[src/rtl/j1_cpu_if.sv]
// j1_cpu_if: code fetch port and data load/store port between the J1 core and its dual-port RAM
interface j1_cpu_if;
  logic [12:0] code_addr;
  logic [15:0] insn;
  logic [12:0] mem_addr;
  logic        mem_wr;
  logic [15:0] dout;
  logic [15:0] din;
  modport master (output code_addr, mem_addr, mem_wr, dout, input insn, din);
  modport slave (input code_addr, mem_addr, mem_wr, dout, output insn, din);
endinterface

[src/rtl/j1_cpu.sv]
// j1_cpu: 16-bit J1 Forth stack CPU, one instruction per clock on a dual-port code/data RAM.
// Define J1_DEPTH_EN to make ALU op 14 report {rsp,dsp}; otherwise op 14 returns zero.
module j1_cpu (
  input  logic     clk,
  input  logic     reset,
  j1_cpu_if.master bus
);
  logic [12:0] pc, pc_n, pc1;
  logic [15:0] t, t_n, n, r, alu, rwd, depth;
  logic [3:0]  dsp, dsp_n, rsp, rsp_n;
  logic        reboot, dwe, rwe;
  logic [15:0] dstack [16];
  logic [15:0] rstack [16];
  assign n = dstack[dsp];
  assign r = rstack[rsp];
  assign pc1 = pc + 13'd1;
`ifdef J1_DEPTH_EN
  assign depth = {4'b0, rsp, 4'b0, dsp};
`else
  assign depth = 16'h0000;
`endif
  always_comb begin
    alu = t;
    case (bus.insn[11:8])
      4'd0:  alu = t;
      4'd1:  alu = n;
      4'd2:  alu = t + n;
      4'd3:  alu = t & n;
      4'd4:  alu = t | n;
      4'd5:  alu = t ^ n;
      4'd6:  alu = ~t;
      4'd7:  alu = {16{n == t}};
      4'd8:  alu = {16{$signed(n) < $signed(t)}};
      4'd9:  alu = n >> t[3:0];
      4'd10: alu = t - 16'd1;
      4'd11: alu = r;
      4'd12: alu = bus.din;
      4'd13: alu = n << t[3:0];
      4'd14: alu = depth;
      4'd15: alu = {16{n < t}};
    endcase
  end
  // The reboot cycle discards whatever the RAM presented before pc 0 was fetched.
  always_comb begin
    pc_n = pc1;
    t_n = t;
    dsp_n = dsp;
    rsp_n = rsp;
    dwe = 1'b0;
    rwe = 1'b0;
    rwd = t;
    if (reboot) pc_n = 13'd0;
    else if (bus.insn[15]) begin
      dsp_n = dsp + 4'd1;
      dwe = 1'b1;
      t_n = {1'b0, bus.insn[14:0]};
    end else case (bus.insn[14:13])
      2'b00: pc_n = bus.insn[12:0];
      2'b01: begin
        pc_n = (t == 16'd0) ? bus.insn[12:0] : pc1;
        dsp_n = dsp - 4'd1;
        t_n = n;
      end
      2'b10: begin
        pc_n = bus.insn[12:0];
        rsp_n = rsp + 4'd1;
        rwe = 1'b1;
        rwd = {2'b0, pc1, 1'b0};
      end
      default: begin
        pc_n = bus.insn[12] ? r[13:1] : pc1;
        t_n = alu;
        dsp_n = dsp + {{2{bus.insn[1]}}, bus.insn[1:0]};
        rsp_n = rsp + {{2{bus.insn[3]}}, bus.insn[3:2]};
        dwe = bus.insn[7] || bus.insn[1:0] == 2'b01;
        rwe = bus.insn[6];
      end
    endcase
  end
  assign bus.code_addr = pc_n;
  assign bus.mem_wr = !reboot && bus.insn[15:13] == 3'b011 && bus.insn[5];
  // Presenting next T lets the RAM have [T] ready when a fetch op runs next cycle.
  assign bus.mem_addr = bus.mem_wr ? t[13:1] : t_n[13:1];
  assign bus.dout = n;
  always_ff @(posedge clk or posedge reset) begin
    if (reset) begin
      pc <= 13'd0;
      t <= 16'd0;
      dsp <= 4'd0;
      rsp <= 4'd0;
      reboot <= 1'b1;
    end else begin
      pc <= pc_n;
      t <= t_n;
      dsp <= dsp_n;
      rsp <= rsp_n;
      reboot <= 1'b0;
    end
  end
  always_ff @(posedge clk) begin
    if (dwe) dstack[dsp_n] <= t;
    if (rwe) rstack[rsp_n] <= rwd;
  end
endmodule

[src/flat_wrapper.sv]
// flat-port wrapper written by rule: the top's interface ports become plain ports
module j1_cpu_flat 
  (clk, reset, bus_code_addr, bus_mem_addr, bus_mem_wr, bus_dout, bus_insn, bus_din);
  j1_cpu_if bus_i ();
  input  logic clk;
  input  logic reset;
  output wire logic [$bits(bus_i.code_addr)-1:0] bus_code_addr;
  output wire logic [$bits(bus_i.mem_addr)-1:0] bus_mem_addr;
  output wire logic [$bits(bus_i.mem_wr)-1:0] bus_mem_wr;
  output wire logic [$bits(bus_i.dout)-1:0] bus_dout;
  input wire logic [$bits(bus_i.insn)-1:0] bus_insn;
  input wire logic [$bits(bus_i.din)-1:0] bus_din;
  assign bus_code_addr = bus_i.code_addr;
  assign bus_mem_addr = bus_i.mem_addr;
  assign bus_mem_wr = bus_i.mem_wr;
  assign bus_dout = bus_i.dout;
  assign bus_i.insn = bus_insn;
  assign bus_i.din = bus_din;
  j1_cpu u_core (.clk(clk), .reset(reset), .bus(bus_i));
endmodule
[config.mk]
export PLATFORM = sky130hd
export DESIGN_NAME = j1_cpu_flat
export DESIGN_NICKNAME = d
export VERILOG_FILES = /design/src/rtl/j1_cpu_if.sv /design/src/rtl/j1_cpu.sv /design/src/flat_wrapper.sv
export SDC_FILE = /design/constraint.sdc
export NUM_CORES = 1
export LEC_CHECK = 0
export CAP_MARGIN = 25
export CORE_ASPECT_RATIO = 0.5
export CORE_MARGIN = 4
export CORE_UTILIZATION = 60
export CTS_CLUSTER_DIAMETER = 50
export DETAILED_ROUTE_END_ITERATION = 7
export DONT_BUFFER_PORTS = 1
export GPL_ROUTABILITY_DRIVEN = 0
export PLACE_DENSITY = 0.76
export SYNTH_ARGS = -nofsm -noshare
export SYNTH_HDL_FRONTEND = slang
export SYNTH_SLANG_ARGS = --single-unit
[constraint.sdc]
create_clock -name clk -period 16 [get_ports clk]
set_input_delay 4 -clock clk [delete_from_list [all_inputs] [get_ports clk]]
set_output_delay 4 -clock clk [all_outputs]
set_load 0.005 [all_outputs]
; Word-level counts from Yosys, hierarchy flattened
; Memory sizes are Yosys's and may differ from the RTL's.
; Cells that the tools add are included.
[totals]
ramBits = 512
ff_bits = 38
output_inout_bits = 43
input_bits = 34
word_cells = 87
mem_count = 2
[op_classes]
n_shift = 2
eq_ne = 22
reduce_logical = 11
order_cmp = 2
bitwise = 5
n_mux = 29
add_sub_neg = 8
[memory_table]
columns = memory, words, width, rd, rd_clocked_by_memory_dff, write_ports, line
row1 = u_core.dstack, 16, 16, 1, 0, 1, j1_cpu.sv:12  ; logic [15:0] dstack [16];
row2 = u_core.rstack, 16, 16, 1, 0, 1, j1_cpu.sv:13  ; logic [15:0] rstack [16];
[op_table]
columns = operator, n
row1 = $pmux W16 S16, 1
row2 = $mux W13, 5
row3 = $mux W16, 4
row4 = $eq A4 B4 Y1 const B, 8
row5 = $lt A16 B16 Y1, 2
row6 = $pmux W16 S2, 1
row7 = $pmux W13 S2, 1
row8 = $add A16 B16 Y16, 1
row9 = $and A16 B16 Y16, 1
row10 = $eq A16 B16 Y1, 1
row11 = $eq A4 B3 Y1 const B, 4
row12 = $logic_not A16 Y1, 1
row13 = $mux W4, 4
row14 = $not A16 Y16, 1
row15 = $or A16 B16 Y16, 1
row16 = $pmux W4 S2, 2
row17 = $shl A16 B4 Y16, 1
row18 = $shr A16 B4 Y16, 1
row19 = $sub A16 B1 Y16 const B, 1
row20 = $xor A16 B16 Y16, 1
row21 = $mux W14, 1
row22 = $add A13 B1 Y13 const B, 1
row23 = $mux W1, 9
row24 = $add A4 B1 Y4 const B, 2
row25 = other kinds (19), 24

; Depth between registers and ports, before layout
; Gate-level depths: netlist of the first run.
[logic_depth]
ltp_word = 7
mapped_depth = 23
ltp_nobuf = 20

; Least setup slack after synthesis of the first run
; No wires, ideal clock.
[synth_timing]
path_type = input to output
start = input port bus_insn[9]
end = output port bus_mem_addr[11]
n_path_buf = 3
required_ps = 12000
path_slack_ps = 4640
arrival_time_ps = 7360
path_stages = 19
path_cell_list = clkbuf_1 > nand2b_1 > nor2_1 > clkbuf_1 > nand2_1 > clkbuf_1 > nand2_1 > ha_1 > inv_1 > fa_1 > a21o_1 > a21oi_1 > o21ai_0 > a31o_2 > mux2_2 > nand2_1 > nand4_1 > o21ai_0 > o21ai_0
[synth_via]
elab_chain_cells = 6
word_cells_on_any_way = 21
cone_classes = eq/ne (15) / mux (5) / reduce/logical (1)
[synth_lines]
columns = element, line
row1 = "start, declared", flat_wrapper.sv:11  ; input wire logic [$bits(bus_i.insn)-1:0] bus_insn;
row2 = $eq A4 B4 Y1 (tied with other cells), j1_cpu.sv:24  ; case (bus.insn[11:8])
row3 = $pmux W16 S16 *, j1_cpu.sv:24
row4 = $pmux W16 S2 *, j1_cpu.sv:57  ; end else case (bus.insn[14:13])
row5 = $mux W16 *, j1_cpu.sv:53  ; else if (bus.insn[15]) begin
row6 = $mux W14 *, j1_cpu.sv:52  ; if (reboot) pc_n = 13'd0;
row7 = $mux W13 *, j1_cpu.sv:83  ; assign bus.mem_addr = bus.mem_wr ? t[13:1] : t_n[13:1];
row8 = "end, declared", flat_wrapper.sv:8  ; output wire logic [$bits(bus_i.mem_addr)-1:0] bus_mem_addr;
; Mark *: on every way between the ends. The rest lies on a longest branch, timed or not.

; Final worst setup path of the first run
[layout_timing]
start = input port bus_insn[8]
end = output port bus_mem_addr[11]
; Same word-level chain as after synthesis.

==> results of run 1 <==
-- worst max-delay path, cell delays in order --
cell and delay (ns):
nand2b_1 0.15, nor2_1 0.09, buf_4 0.21, nand2_1 0.34, nand2_1 0.16, ha_1 0.19, inv_1 0.07, fa_1 0.44
a21o_1 0.17, a21oi_1 0.28, o21ai_0 0.19, a31o_2 0.26, mux2_2 0.27, nand2_1 0.06, nand4_1 0.09, o21ai_0 0.40
o21ai_0 0.24
-- per-stage QoR --
step                      std cells  utilization (%)
after CTS                      2513             66.8
after floorplan                1890                -
final                          2523             67.0
after detailed placement       2426             63.5
after global routing           2522             67.0
after global placement         2422             63.4
-- area by class of cell --
| cell class | instances | share of cell area [%] |
|---|---|---|
| flip-flops and latches | 550 | 55.2 |
| multi-input cells | 1150 | 34.4 |
| clock buffers | 60 | 4.28 |
| well taps | 588 | 2.49 |
| repair buffers | 83 | 2.13 |
| inverters | 63 | 0.799 |
| clock inverters | 27 | 0.676 |
| diodes | 2 | 0.0169 |
-- cells in the mapped netlist, drive strengths merged (5+ instances only) --
library cell | instances | share of area (%)
edfxtp | 512 | 56
mux4 | 160 | 13
nand2 | 147 | 2.0
nor2 | 131 | 1.8
clkbuf | 91 | 1.3
a21oi | 82 | 1.5
o21ai | 76 | 1.4
ha | 75 | 3.4
inv | 60 | 0.83
nand3 | 38 | 0.70
dfrtp | 37 | 3.4
buf | 36 | 0.78
mux2i | 32 | 1.2
o22ai | 28 | 0.64
a221oi | 25 | 0.80
xnor2 | 24 | 0.80
nand2b | 21 | 0.48
mux2 | 20 | 0.83
a211oi | 19 | 0.52
a22oi | 17 | 0.47
nor3 | 16 | 0.29
nor2b | 15 | 0.34
xor2 | 15 | 0.48
and2 | 14 | 0.32
and3 | 14 | 0.33
nand4 | 14 | 0.32
o31ai | 13 | 0.36
a31oi | 12 | 0.28
o21a | 12 | 0.33
nor4 | 11 | 0.25
a21o | 10 | 0.28
o211ai | 10 | 0.28
o2111ai | 8 | 0.26
o221ai | 8 | 0.26
a22o | 7 | 0.23
or3 | 7 | 0.16
or2 | 6 | 0.14
a222oi | 5 | 0.18
-- where the power goes --
group | switching [mW] | internal (mW) | total, mW
sequential | 0.0721 | 1.76 | 1.84
combinational | 1.87 | 1.03 | 2.91
clock | 0.512 | 0.585 | 1.10
-- registers in the layout (all words and copies together) (netlist names) --
signal and count:
u_core.dstack 256, u_core.rsp 4, u_core.dsp 4, u_core.rstack 256
u_core.reboot 1, u_core.pc 13, u_core.t 16
-- path summary, 6_finish.rpt --
kind / from / end / slack (ns) / depth (start not counted)
min in group asynchronous: reset / u_core.t[8] / 3.42 / 2
max in group asynchronous: reset / u_core.dsp[2] / 12.17 / 2
max: bus_insn[8] / bus_mem_addr[11] / 4.38 / 17
min: u_core.pc[0] / u_core.pc[0] / 0.66 / 1
min reg2reg: u_core.pc[0] / u_core.pc[0] / 0.66 / 1
max reg2reg: u_core.dsp[2] / u_core.t[14] / 8.99 / 19
-- cell families after synthesis --
logic type	Yosys count	synth area share, %
other	1	0.0138
buffers and inverters	190	2.90
xor gates and xnor gates	39	1.28
adders and majority gates	78	3.66
muxes	212	15.4
and+or+nand+nor	443	7.50
DFF	550	59.9
AOI/OAI and AO/OA	377	9.35
-- layer usage --
metal / vias up / track usage, % / part of all wire [%]
met5: - / 0.775 / 0.067
met1: 8987 / 43.3 / 35
met3: 436 / 10.6 / 14
li1: 7468 / - / -
met2: 1502 / 50.5 / 44
met4: 8 / 16.9 / 6.8
==> flow_summary.ini, run 1 <==
[grt]
globalRouteOverflowTotal = 0
first_global_vias = 17500
grt_max_degree = 77
grt_pass1_wl_mm = 117
grt_use_total_pct = 33.0
grt_antenna_before_repair = 4

[sta]
skew_ns = 0.0310
slew_headroom_pct = 14.9
slew_violations = 0
worst_slack_ns = 4.38
rsz0062_at_grt = no
setup_viol = 0
fmax_mhz = 86.1
fin_tns_setup_ns = 0
tightest_slew_ns = 1.28
min_period_ns = 11.62
fin_hold_ws_ns = 0.662
min_period_over_period_pct = 72.6
hold_viol = 0

[yosys]
netlist_area_sq_mm = 0.0272
avgSynthCellArea_sq_um = 14.4
seq_area_frac_synth_pct = 59.9
synthArstFlopShare_pct = 6.91
yosysWarnings = 0
synth_seq_cells = 550
synth_nets = 2002
synth_edf_count = 512
synth_ff_type = edfxtp_1
synth_cells = 1890
yosys.cell_types.count = 82

[detailed_routing]
post-route-drc-count = 26
vias_per_cell = 7.29
drt.antenna.violating_nets = 0
drt_iter0_markers = 3361
avgRoutedWirePerCell_um = 31.8
first_pass_iters = 8
totalWireLength_mm = 80.1
dr_total_vias = 18400

[clocking]
cts_hold_buffers = 0
cts_tree = built
worstSkewPairLatency_ns = 0.59
clk_pin_slew_ns = 0.07
cts-resized-gates = 0
cts_buffer_depth = 3
cts_root_buf = clkbuf_16
cts_sinks = 550
post_cts_buffers = 0
cts_max_level = 2
cts_buffers = 48

[die]
dieArea_sq_mm = 0.0491
die_width_um = 309
num_rows = 54
die_y_um = 159
num_io_pins = 77
initial_core_util_pct = 61.7
core_sq_mm = 0.0442

[power_and_ir_drop]
power_leakage_nw = 10.1
vdd_ir_drop_max_mv = 0.111
power_density_mw_per_mm2 = 197
total_power_mw = 5.84

[layout]
nets = 2008
regArea_sq_mm = 0.0163
fin_area_sq_mm = 0.0296
fill_cells = 3022
layout-drive-gt1-share_pct = 19.0
syn_to_final_growth_pct = 8.64
multi_input_area_sq_mm = 0.0102
layout_common_cells = edfxtp_1 (512), mux4_2 (151), nand2_1 (147), nor2_1 (114), a21oi_1 (82)
layout_commonest_cell = edfxtp_1

[hold_path]
holdCritPathClass = reg -> reg

[critical_path]
cp.required_ns = 12.00
startpoint_type = primary input
path_class = in -> out
crit_arrival_ns = 7.62
endpoint_kind = output pin
critical_path.max_fanout = 17

[placed_design]
dp.final_hpwl_mm = 49.9
placed_cell_area_sq_mm = 0.0281
place_ws_ns = 4.58
portBuffers = 0

[outcome]
violations = design-rule violations
status = finished, violations left

[run]
drv_cap = 0
No activity file was read; power rests on OpenSTA's default activity.
==> run 2: changes to the inputs <==
--- a/config.mk
+++ b/config.mk
@@ -8,7 +8,7 @@
 export CAP_MARGIN = 25
 export CORE_ASPECT_RATIO = 0.5
 export CORE_MARGIN = 4
-export CORE_UTILIZATION = 60
+export CORE_UTILIZATION = 58
 export CTS_CLUSTER_DIAMETER = 50
 export DETAILED_ROUTE_END_ITERATION = 7
 export DONT_BUFFER_PORTS = 1
==> constraint.sdc (replaced) <==
create_clock -name clk -period 9.7 [get_ports clk]
set_input_delay 2.425 -clock clk [delete_from_list [all_inputs] [get_ports clk]]
set_output_delay 2.425 -clock clk [all_outputs]
set_load 0.005 [all_outputs]
==> run 2 against run 1 <==
  * Register-to-register slack lost 5.7 ns
  * Total power increased by 69%
  * Clock power up 78%
  * Final cell count rose by 1.9%
  * Largest cell class unchanged
  * Largest power group unchanged
  * Cell area grew 0.90%
  * The run still ends with design-rule violations left
  * Clock-buffer cell count decreased by 7
  * Critical path type is now reg -> out
==> flow_summary.ini, run 2 (same netlist as run 1, synthesis figures left out) <==
[die]
num_rows = 55
initial_core_util_pct = 59.4
dieArea_sq_mm = 0.0507
die_width_um = 315
core_sq_mm = 0.0458
die_y_um = 161
num_io_pins = 77

[clocking]
cts_buffers = 48
cts_sinks = 550
post_cts_buffers = 0
cts_hold_buffers = 0
cts-resized-gates = 0
cts_buffer_depth = 3
worstSkewPairLatency_ns = 0.59
cts_tree = built
cts_max_level = 2
cts_root_buf = clkbuf_16
clk_pin_slew_ns = 0.07

[critical_path]
cp.required_ns = 7.28
endpoint_kind = output pin
r2r_setup_slack_ns = 3.34
startpoint_type = flop
r2r-start = u_core.dsp[2]
path_class = reg -> out
crit_arrival_ns = 6.92
critical_path.max_fanout = 41
critPathLaunch = u_core.dsp[2]

[sta]
fmax_mhz = 107
fin_tns_setup_ns = 0
worst_slack_ns = 0.355
tightest_slew_ns = 1.03
min_period_over_period_pct = 96.3
setup_viol = 0
min_period_ns = 9.35
hold_viol = 0
rsz0062_at_grt = no
skew_ns = 0.0354
slew_headroom_pct = 30.7
slew_violations = 0

[detailed_routing]
first_pass_iters = 8
post-route-drc-count = 138
dr_total_vias = 18600
drt_iter0_markers = 3423
vias_per_cell = 7.22
avgRoutedWirePerCell_um = 31.7
totalWireLength_mm = 81.6
drt.antenna.violating_nets = 0

[layout]
syn_to_final_growth_pct = 9.62
reg_top3 = u_core.dstack (256), u_core.rstack (256), u_core.t (16)
layout-drive-gt1-share_pct = 19.6
nets = 2018
fill_cells = 3215
fin_area_sq_mm = 0.0299
layout_commonest_cell = edfxtp_1
layout_common_cells = edfxtp_1 (512), mux4_2 (151), nand2_1 (147), nor2_1 (114), buf_4 (89)

[power_and_ir_drop]
power_leakage_nw = 10.2
power_density_mw_per_mm2 = 330
total_power_mw = 9.86
vdd_ir_drop_max_mv = 0.168

[grt]
use_met1_pct = 42.6
globalRouteOverflowTotal = 0
busiest_layer = met2
grt_pass1_wl_mm = 120
grt_max_degree = 78
grt_antenna_before_repair = 5
first_global_vias = 18100
use_met3_pct = 10.5
use_met2_pct = 47.5
grt_use_total_pct = 32.2

[placed_design]
portBuffers = 0
placed_cell_area_sq_mm = 0.0282
place_ws_ns = 1.35
dp.final_hpwl_mm = 52.0

[hold_path]
worstHoldStart = u_core.pc[0]
holdCritPathClass = reg -> reg

[outcome]
violations = design-rule violations
status = finished, violations left

[run]
drv_cap = 0
[run 2: cell types whose count changed in the layout (fill, tap and decap cells not counted), sizes merged]
cell,previous run,this run
clkbuf,61,54
clkinv,24,25
bufinv,1,7
buf,82,92
inv,63,61
diode,2,3
clkinvlp,2,3
[run 2: stage by stage]
stage	hold slack (ns)	std cells	utilization, %
CTS	0.654	2559	64.9
global placement	0.644	2470	61.4
global route	0.704	2572	65.2
detailed placement	0.635	2473	61.5
floorplan	0.553	1890	-
finish	0.668	2572	65.2
[run 2: routing by layer]
| layer | wire, um | vias to the layer above | part of all wire (%) |
|---|---|---|---|
| li1 | - | 7503 | - |
| met1 | 28800 | 9119 | 35 |
| met2 | 35400 | 1512 | 43 |
| met3 | 11100 | 443 | 14 |
| met4 | 6180 | 2 | 7.6 |
| met5 | 13 | - | 0.016 |
[run 2: path summary, 6_finish.rpt]
kind                                         end  depth (start not counted)
worst min-delay path                u_core.pc[0]                          1
max in group asynchronous          u_core.dsp[2]                          2
worst max-delay path            bus_mem_addr[10]                         18
min in group asynchronous           u_core.t[12]                          2
worst min register to register      u_core.pc[0]                          1
worst max register to register      u_core.t[12]                         20
[run 2: layout make-up]
class / count / area [sq um] / share of cell area, %
clock buffer: 53 / 1220 / 4.08
clock inverter: 33 / 372 / 1.24
sequential: 550 / 16300 / 54.7
timing repair buffer: 93 / 722 / 2.42
tap: 627 / 785 / 2.63
antenna: 3 / 7.51 / 0.0251
inverter: 63 / 236 / 0.792
multi-input combinational: 1150 / 10200 / 34.1
[run 2: report_power, final]
group / total [mW] / switching (mW) / internal [mW]
clock network: 1.96 / 0.863 / 1.10
logic: 4.76 / 3.02 / 1.74
registers: 3.13 / 0.224 / 2.91
total: 9.86 / 4.11 / 5.75
[run 2: critical path, stage by stage (launching register included)]
cell and delay [ns]:
dfrtp_4 0.90, mux4_1 0.67, mux2_2 0.33, mux2i_2 0.64, inv_2 0.33, a2111o_1 0.43, nand2b_1 0.21, nor2_1 0.18
and3_1 0.24, nand2_1 0.08, xnor2_1 0.16, nand2_1 0.09, ha_1 0.36, a21o_1 0.20, a31oi_1 0.20, xor2_1 0.23
o221ai_1 0.13, nor3_1 0.65, o31ai_1 0.27
